**src/rtl/pixel_stream_if.sv**
```systemverilog
// Output byte stream of pixel_stream: packed pixel pair with sof/eol sideband
// and a valid/ready handshake.
interface pixel_stream_if;
  logic [7:0] out_data;
  logic       out_sof;
  logic       out_eol;
  logic       out_valid;
  logic       out_ready;

  modport master (output out_data, out_sof, out_eol, out_valid, input out_ready);
  modport slave  (input out_data, out_sof, out_eol, out_valid, output out_ready);
endinterface

```
**src/rtl/pixel_stream.sv**
```systemverilog
// Sequences the Mandelbrot generator pixel by pixel and packs nibble pairs into a byte FIFO.
// Optional macro PIXEL_STREAM_INVERT_EN stores 15-ctr_in instead of ctr_in.
module pixel_stream #(
  parameter int WIDTH      = 320,
  parameter int HEIGHT     = 240,
  parameter int FIFO_DEPTH = 8
) (
  input  logic           clk,
  input  logic           rst,
  input  logic           enable,
  input  logic           gen_running,
  input  logic           gen_finished,
  input  logic [3:0]     ctr_in,
  output logic           gen_run,
  output logic           frame_done,
  output logic           busy,
  pixel_stream_if.master out_if
);
  localparam int XW = (WIDTH > 1) ? $clog2(WIDTH) : 1;
  localparam int YW = (HEIGHT > 1) ? $clog2(HEIGHT) : 1;
  localparam int AW = (FIFO_DEPTH > 1) ? $clog2(FIFO_DEPTH) : 1;
  localparam int CW = AW + 1;
  localparam logic [XW-1:0] X_LAST = XW'(WIDTH - 1);
  localparam logic [YW-1:0] Y_LAST = YW'(HEIGHT - 1);

  typedef enum logic [1:0] {IDLE, ISSUE, WAIT_START, WAIT_DONE} state_t;

  state_t        r_state;
  state_t        w_state_nxt;
  logic [XW-1:0] r_x;
  logic [YW-1:0] r_y;
  logic [YW-1:0] r_pop_line;
  logic [3:0]    r_held;
  logic          r_running_p;
  logic          r_frame_done;
  logic [9:0]    r_mem [FIFO_DEPTH];
  logic [AW-1:0] r_wr_ptr;
  logic [AW-1:0] r_rd_ptr;
  logic [CW-1:0] r_count;

  logic          w_start;
  logic          w_capture;
  logic          w_push;
  logic          w_pop;
  logic          w_valid;
  logic          w_last_px;
  logic          w_sof;
  logic          w_eol;
  logic [3:0]    w_nib;
  logic [9:0]    w_head;

  function automatic logic [3:0] map_nibble(input logic [3:0] c);
`ifdef PIXEL_STREAM_INVERT_EN
    return 4'd15 - c;
`else
    return c;
`endif
  endfunction

  assign w_nib     = map_nibble(ctr_in);
  assign w_last_px = (r_x == X_LAST) && (r_y == Y_LAST);
  assign w_sof     = (r_x == XW'(1)) && (r_y == '0);
  assign w_eol     = (r_x == X_LAST);
  // Only odd-x captures complete a byte; even-x captures just fill r_held.
  assign w_push    = w_capture && r_x[0];
  assign w_valid   = (r_count != '0);
  assign w_pop     = w_valid && out_if.out_ready;
  assign w_head    = r_mem[r_rd_ptr];

  assign out_if.out_valid = w_valid;
  assign out_if.out_data  = w_valid ? w_head[9:2] : 8'h00;
  assign out_if.out_sof   = w_valid & w_head[1];
  assign out_if.out_eol   = w_valid & w_head[0];
  assign busy             = (r_state != IDLE) || w_valid;
  assign frame_done       = r_frame_done;

  always_comb begin
    w_state_nxt = r_state;
    w_start     = 1'b0;
    w_capture   = 1'b0;
    gen_run     = 1'b0;
    case (r_state)
      IDLE: begin
        if (enable && gen_finished) begin
          w_state_nxt = ISSUE;
          w_start     = 1'b1;
        end
      end
      ISSUE: begin
        // Issuing only with a free slot guarantees the eventual push never hits a full FIFO.
        if (r_count < CW'(FIFO_DEPTH)) begin
          gen_run     = 1'b1;
          w_state_nxt = WAIT_START;
        end
      end
      WAIT_START: begin
        if (gen_running) w_state_nxt = WAIT_DONE;
      end
      WAIT_DONE: begin
        if (r_running_p && !gen_running) begin
          w_capture   = 1'b1;
          w_state_nxt = w_last_px ? IDLE : ISSUE;
        end
      end
      default: w_state_nxt = IDLE;
    endcase
  end

  always_ff @(posedge clk) begin
    if (rst) begin
      r_state      <= IDLE;
      r_x          <= '0;
      r_y          <= '0;
      r_held       <= '0;
      r_running_p  <= 1'b0;
      r_frame_done <= 1'b0;
      r_pop_line   <= '0;
      r_wr_ptr     <= '0;
      r_rd_ptr     <= '0;
      r_count      <= '0;
    end else begin
      r_state      <= w_state_nxt;
      r_running_p  <= gen_running;
      r_frame_done <= w_pop && w_head[0] && (r_pop_line == Y_LAST);

      if (w_start) begin
        r_x    <= '0;
        r_y    <= '0;
        r_held <= '0;
      end else if (w_capture) begin
        if (!r_x[0]) r_held <= w_nib;
        if (r_x == X_LAST) begin
          r_x <= '0;
          r_y <= (r_y == Y_LAST) ? '0 : r_y + YW'(1);
        end else begin
          r_x <= r_x + XW'(1);
        end
      end

      if (w_push) r_wr_ptr <= r_wr_ptr + AW'(1);
      if (w_pop) begin
        r_rd_ptr <= r_rd_ptr + AW'(1);
        // Lines are counted on the drain side so frame_done follows the last byte out.
        if (w_head[0]) r_pop_line <= (r_pop_line == Y_LAST) ? '0 : r_pop_line + YW'(1);
      end

      if (w_push && !w_pop)      r_count <= r_count + CW'(1);
      else if (w_pop && !w_push) r_count <= r_count - CW'(1);
    end
  end

  always_ff @(posedge clk) begin
    if (w_push) r_mem[r_wr_ptr] <= {w_nib, r_held, w_sof, w_eol};
  end
endmodule

```
**src/flat_wrapper.sv**
```systemverilog
// flat-port wrapper written by rule: the top's interface ports become plain ports
module pixel_stream_flat 
#(
  parameter int WIDTH      = 320,
  parameter int HEIGHT     = 240,
  parameter int FIFO_DEPTH = 8
)
  (clk, rst, enable, gen_running, gen_finished, ctr_in, gen_run, frame_done, busy, out_if_out_data, out_if_out_sof, out_if_out_eol, out_if_out_valid, out_if_out_ready);
  pixel_stream_if out_if_i ();
  input  logic clk;
  input  logic rst;
  input  logic enable;
  input  logic gen_running;
  input  logic gen_finished;
  input  logic [3:0] ctr_in;
  output logic gen_run;
  output logic frame_done;
  output logic busy;
  output wire logic [$bits(out_if_i.out_data)-1:0] out_if_out_data;
  output wire logic [$bits(out_if_i.out_sof)-1:0] out_if_out_sof;
  output wire logic [$bits(out_if_i.out_eol)-1:0] out_if_out_eol;
  output wire logic [$bits(out_if_i.out_valid)-1:0] out_if_out_valid;
  input wire logic [$bits(out_if_i.out_ready)-1:0] out_if_out_ready;
  assign out_if_out_data = out_if_i.out_data;
  assign out_if_out_sof = out_if_i.out_sof;
  assign out_if_out_eol = out_if_i.out_eol;
  assign out_if_out_valid = out_if_i.out_valid;
  assign out_if_i.out_ready = out_if_out_ready;
  pixel_stream #(.WIDTH(WIDTH), .HEIGHT(HEIGHT), .FIFO_DEPTH(FIFO_DEPTH)) u_core (.clk(clk), .rst(rst), .enable(enable), .gen_running(gen_running), .gen_finished(gen_finished), .ctr_in(ctr_in), .gen_run(gen_run), .frame_done(frame_done), .busy(busy), .out_if(out_if_i));
endmodule
```
**config.mk**
```make
export PLATFORM = sky130hd
export DESIGN_NAME = pixel_stream_flat
export DESIGN_NICKNAME = d
export VERILOG_FILES = /design/src/rtl/pixel_stream_if.sv /design/src/rtl/pixel_stream.sv /design/src/flat_wrapper.sv
export SDC_FILE = /design/constraint.sdc
export NUM_CORES = 1
export LEC_CHECK = 0
export CAP_MARGIN = 40
export CORE_MARGIN = 1
export CORE_UTILIZATION = 40
export CTS_BUF_LIST = sky130_fd_sc_hd__clkbuf_4
export DETAILED_ROUTE_END_ITERATION = 16
export GPL_TIMING_DRIVEN = 0
export SETUP_SLACK_MARGIN = 0.05
export SLEW_MARGIN = 10
export SYNTH_ARGS = -nofsm -noshare
export SYNTH_HDL_FRONTEND = slang
export SYNTH_SLANG_ARGS = --single-unit
```
**constraint.sdc**
```tcl
create_clock -name clk -period 3.3 [get_ports clk]
set_clock_uncertainty 0.15 [all_clocks]
set_input_delay 0.99 -clock clk [delete_from_list [all_inputs] [get_ports clk]]
set_output_delay 0.99 -clock clk [all_outputs]
set_load 0.02 [all_outputs]
```
==> results.sh, run 1 <==
export IMPL_synth_most_common_cell="edfxtp_1"
export IMPL_cts_sinks=126
export IMPL_ys_ff_latch=126
export IMPL_antenna_left=0
export IMPL_synthesis_nets=417
export IMPL_avgRoutedWirePerCell_um=16.0
export IMPL_status="completed"
export IMPL_hold_viol_final=0
export IMPL_cp_start_kind="flop"
export IMPL_num_rows=41
export IMPL_synth_top_area_share=0.448
export IMPL_min_period_ps=3240
export IMPL_start_util=0.418
export IMPL_nets=483
export IMPL_initialDrtViolationCount=165
export IMPL_clkSlewWorstSetupHoldPaths_ps=110
export IMPL_die_x_um=118
export IMPL_num_vias=3257
export IMPL_ys_warn_count=0
export IMPL_max_slew_margin=0.513
export IMPL_overflow=0
export IMPL_pwr_share_clk=0.303
export IMPL_whs_path_depth=2
export IMPL_die_area_mm2=0.0139
export IMPL_antenna_found_initial=0
export IMPL_critPathMaxFanout=5
export IMPL_reg2regPathDepth=13
export IMPL_synthToLayoutAreaGrowth_pct=20.6
export IMPL_cts_buffers=17
export IMPL_p_seq_frac=0.438
export IMPL_maxCapViolCount=0
export IMPL_drc=0
export IMPL_synth_distinct_cells=45
export IMPL_routed_wl_um=10300
export IMPL_cts_tree="built"
export IMPL_combPwrFrac=0.259
export IMPL_fin_area_mm2=0.00646
export IMPL_synth_top_area_cell="edfxtp_1"
export IMPL_synthTopCellsByCount="80 x edfxtp_1, 47 x nor2_1, 46 x dfxtp_1"
export IMPL_ff2ff_setup_slack_ps=470
export IMPL_setup_viol=0
export IMPL_power_switching_w=0.00117
export IMPL_avgSynthCellArea_um2=13.7
export IMPL_required_ps=2160
export IMPL_worst_pin_slew_ps=723
export IMPL_hpwl_um=6880
export IMPL_clockBufferDepth=2
export IMPL_first_pass_iters=4
export IMPL_io_buffers=23
export IMPL_leakage_nw=2.23
export IMPL_yosysSeqAreaShare=0.620
export IMPL_synthCells=392
export IMPL_cp_arrival_ps=2100
export IMPL_cp_end_kind="primary output"
export IMPL_via_per_inst=5.07
export IMPL_cts_root_buf="clkbuf_4"
export IMPL_dpl_cell_area_mm2=0.00594
export IMPL_fp_dieH_um=118
export IMPL_yosys_most_used_dff="edfxtp_1"
export IMPL_gp_congestion=0.785
export IMPL_rsz0062_at_grt="yes"
export IMPL_synth_edff_count=80
export IMPL_clk_latency_ps=500
export IMPL_grt_start_max_net_pins=17
export IMPL_cts_max_level=4
export IMPL_grt_pass1_wl_um=17000
export IMPL_worstSetupPathType="reg -> out"
export IMPL_synth_area_leaders="edfxtp_1 45%, dfxtp_1 17%, mux4_2 4.6%"
export IMPL_fin_crit_sh=0.981
export IMPL_core_mm2=0.0128
export IMPL_fmax_ghz=0.309
export IMPL_grt_pass1_vias=3296
export IMPL_grt_total_usage=0.161
export IMPL_p_sw_frac=0.289
export IMPL_peakVddDrop_uv=406
export IMPL_hold_class="reg -> reg"
export IMPL_fillCellCount=1120
export IMPL_drv_slew=0
export IMPL_netlist_area_mm2=0.00536
export IMPL_async_flop_share=0
export IMPL_p_int_w=0.00287
export IMPL_setup_tns_ps=0
export IMPL_ios=24
export IMPL_power_density_mw_per_mm2=624
export IMPL_antenna_cells=0
export IMPL_drive_above_1_share=0.236
-- registers in the layout, summed over array words and instances (netlist names), named ones only --
register and count:
u_core.r_count 4, u_core.r_running_p 1, u_core.r_rd_ptr 3, u_core.frame_done 1, u_core.r_x 9, u_core.r_pop_line 8, u_core.r_wr_ptr 3, u_core.r_held 4
u_core.r_state 2, u_core.r_y 8, u_core.r_mem 80
-- final cells by class --
type                    instances  area [µm²]  area share
flip-flops and latches        126        3320       0.514
multi-input cells             240        1940       0.300
repair buffers                 47         468      0.0724
well taps                     172         215      0.0333
clock inverters                15         210      0.0325
plain buffers                  14         134      0.0207
clock buffers                  17         128      0.0197
inverters                      12        47.5     0.00736
-- per-stage QoR --
step	utilization	power [W]	setup slack (ps)	instances	hold WS [ps]
final	0.504	0.00403	61.1	643	354
after global routing	0.504	0.00424	-90.4	643	396
after CTS	0.502	0.00406	-40.3	640	352
after detailed placement	0.463	0.00266	-681	597	335
after global placement	0.453	0.00265	-1380	587	321
after floorplan	-	0.00237	118	392	304
-- kinds of logic (layout without fill, tap and decap cells) --
kind of cell,after synthesis,in the layout,share of synthesized area
mux,40,40,0.122
simple gates,129,129,0.120
compound gates,36,36,0.0446
flops,126,126,0.620
buf+inv,26,105,0.0243
fa+ha+maj,15,15,0.0364
xor+xnor,20,20,0.0327
-- cell usage in the layout, fill, tap and decap left out, types with 4 or more instances in the layout --
master           count
a21oi_1             13
dfxtp_1             45
clkdlybuf4s50_1     12
xnor2_1             11
o21ai_0             10
buf_6               14
clkinv_4             4
edfxtp_1            80
clkbuf_4            17
clkbuf_1             4
and3_1               6
nor2b_1              7
inv_6                4
nand3_1              8
xor2_1               9
nor2_1              47
or3_1                5
nand4_1              4
ha_1                14
mux4_2              18
nand2_1             25
buf_4               18
nor3_2               4
mux2i_1             18
inv_1               11
nor4_1               5
or4_1                4
bufinv_16            4
-- path summary, 6_finish.rpt --
path / from / to
max: flop / out_if_out_data[7]
min: u_core.r_rd_ptr[1] / flop
max reg2reg: u_core.r_count[3] / u_core.r_count[3]
min reg2reg: u_core.r_rd_ptr[1] / flop
-- routing by layer --
layer | global-route usage | wire length (µm)
met5 | 0 | 0
met2 | 0.260 | 4930
met3 | 0.0446 | 413
met4 | 0.0385 | 74
met1 | 0.215 | 4890
-- power groups by stage --
stage	clock, W	sequential (W)	combinational (W)
3_5_place_dp	0	0.00179	0.000870
5_1_grt	0.00131	0.00178	0.00115
2_1_floorplan	0	0.00178	0.000586
3_3_place_gp	0	0.00179	0.000863
4_1_cts	0.00125	0.00177	0.00105
6_report	0.00122	0.00177	0.00105
-- critical path, cell delays in order (launching register included) --
cell and delay [ps]:
dfxtp_2 350, buf_6 120, buf_12 110, buf_16 120, buf_6 90, mux4_2 470, mux2i_1 150, nor2_1 60
buf_4 150
-- what timing repair did --
| item | in CTS | in global routing |
|---|---|---|
| resized for setup | 74 | 15 |
| buffers inserted | 9 | 5 |
| pin swaps | 2 | 8 |
| setup endpoints to repair | 13 | 12 |
| hold buffers | 0 | 0 |
| cloned | 2 | 0 |
(Power assumes the default switching activity.)
==> inputs of run 2 (changes only) <==
- CTS_CLUSTER_SIZE: unset -> 8
==> results of run 2 <==
No change in the layout: final DEF, timing and power equal those of run 1.
==> inputs of run 3 (changes only) <==
- CAP_MARGIN: 40 -> unset
==> results.sh, run 3 (synthesis results as in run 1) <==
export IMPL_hold_class="reg -> reg"
export IMPL_grt_start_max_net_pins=17
export IMPL_die_area_mm2=0.0139
export IMPL_leakage_nw=2.15
export IMPL_finalNonFillerCells=636
export IMPL_worstSetupPathType="reg -> out"
export IMPL_worst_pin_slew_ps=1100
export IMPL_antenna_left=0
export IMPL_cts_max_level=4
export IMPL_clockBufferDepth=2
export IMPL_top_register="u_core.r_mem"
export IMPL_cp_start_kind="flop"
export IMPL_overflow=0
export IMPL_min_period_ps=3250
export IMPL_setup_viol=0
export IMPL_max_stage_delay_ps=490
export IMPL_rsz0062_at_grt="yes"
export IMPL_nets=476
export IMPL_holdWs_ps=363
export IMPL_fin_crit_sh=0.984
export IMPL_critPathMaxFanout=4
export IMPL_grt_pass1_wl_um=16400
export IMPL_hpwl_um=6670
export IMPL_antenna_cells=0
export IMPL_max_slew_margin=0.263
export IMPL_largest_reg_flops=80
export IMPL_clkSlewWorstSetupHoldPaths_ps=110
export IMPL_cts_buffers=17
export IMPL_cts_tree="built"
export IMPL_die_x_um=118
export IMPL_dp_cells=593
export IMPL_grt_pass1_vias=3221
export IMPL_cp_end_kind="primary output"
export IMPL_status="completed"
export IMPL_worst_slack_ps=53.6
export IMPL_synthToLayoutAreaGrowth_pct=18.1
export IMPL_antenna_found_initial=0
export IMPL_initialDrtViolationCount=200
export IMPL_peakVddDrop_uv=448
export IMPL_crit_chain="buf_6 -> buf_12 -> buf_12 -> buf_12 -> mux4_2 -> mux2i_1 -> nor2_1 -> buf_2"
export IMPL_io_buffers=23
export IMPL_gp_congestion=0.785
export IMPL_num_rows=41
export IMPL_grt_total_usage=0.156
export IMPL_core_mm2=0.0128
export IMPL_cp_arrival_ps=2110
export IMPL_required_ps=2160
export IMPL_fillCellCount=1156
export IMPL_layout_commonest_cell="edfxtp_1"
export IMPL_drv_slew=0
export IMPL_drive_above_1_share=0.224
export IMPL_avgRoutedWirePerCell_um=15.7
export IMPL_reg_top3="u_core.r_mem: 80 flops, u_core.r_x: 9 flops"
export IMPL_ios=24
export IMPL_maxCapViolCount=0
export IMPL_first_pass_iters=4
export IMPL_hold_viol_final=0
export IMPL_crit_path_frequent_cell="buf_12"
export IMPL_power_density_mw_per_mm2=600
export IMPL_final_cell_mix="80 x edfxtp_1, 47 x nor2_1, 45 x dfxtp_1"
export IMPL_via_per_inst=5.01
export IMPL_cp_slowest_cell="mux4_2"
export IMPL_hp_start="u_core.r_rd_ptr[1]"
export IMPL_fmax_ghz=0.308
export IMPL_cts_root_buf="clkbuf_4"
export IMPL_start_util=0.418
export IMPL_reg2reg_from="u_core.r_state[1]"
export IMPL_cts_hold_fix_buffers=0
export IMPL_routed_wl_um=9980
export IMPL_cts_sinks=126
export IMPL_drc=0
export IMPL_num_vias=3188
export IMPL_clk_latency_ps=500
export IMPL_fp_dieH_um=118
export IMPL_place_worst_setup_slack_ps=-700
run 3: cell count changes in the layout (fill, tap and decap cells not counted), moves of 2 or more:
cell and delta:
clkinvlp_4 +2, clkinv_2 +3, bufinv_16 -2, buf_6 -8, buf_12 +2, inv_6 -2
buf_8 -2
run 3: what timing repair did:
action / CTS / global route
cloned: 2 / 0
pin swaps: 0 / 4
setup endpoints to repair: 43 / 11
buffers inserted: 5 / 5
gates resized for setup: 68 / 13
run 3: final timing paths:
| check | slack (ps) | depth (start not counted) | endpoint |
|---|---|---|---|
| worst max register to register | 520 | 13 | u_core.r_count[3] |
| worst min register to register | 360 | 2 | u_core.r_rd_ptr[1] |
| worst max-delay path | 50 | 8 | out_if_out_data[5] |
| worst min-delay path | 360 | 2 | u_core.r_rd_ptr[1] |
run 3: final cells by class:
| class | count | area [µm²] | share of cell area |
|---|---|---|---|
| well taps | 172 | 215 | 0.0340 |
| multi-input cells | 240 | 1940 | 0.306 |
| repair buffers | 40 | 399 | 0.0631 |
| clock inverters | 14 | 143 | 0.0225 |
| inverters | 12 | 47.5 | 0.00751 |
| flip-flops and latches | 126 | 3320 | 0.525 |
| plain buffers | 14 | 129 | 0.0204 |
| clock buffers | 18 | 135 | 0.0214 |
run 3: power by group:
part | switching (W) | internal, W
clock | 0.000560 | 0.000458
sequential | 0.0000557 | 0.00171
combinational | 0.000498 | 0.000516
total | 0.00111 | 0.00268
run 3: routing by layer:
layer | GRT usage | vias to the layer above | share of wire
met1 | 0.208 | 1539 | 0.47
li1 | - | 1578 | -
met2 | 0.249 | 63 | 0.48
met3 | 0.0402 | 8 | 0.036
met5 | 0 | - | 0
met4 | 0.0505 | 0 | 0.0098
run 3: worst max-delay path, delay by kind of cell, from the launching register on:
| family | cells | cell delay, ps |
|---|---|---|
| DFF | 1 | 340 |
| and+or+nand+nor | 1 | 50 |
| buffers and inverters | 5 | 570 |
| muxes | 2 | 650 |
run 3: stage by stage:
step | cell area (µm²) | util | setup TNS, ps | power [W]
6_report | 6330 | 0.493 | 0 | 0.00380
5_1_grt | 6330 | 0.493 | -541 | 0.00400
4_1_cts | 6310 | 0.492 | -232 | 0.00383
3_5_place_dp | 5890 | 0.459 | -23540 | 0.00266
3_3_place_gp | 5810 | 0.453 | -64310 | 0.00265
2_1_floorplan | 5360 | - | 0 | 0.00237
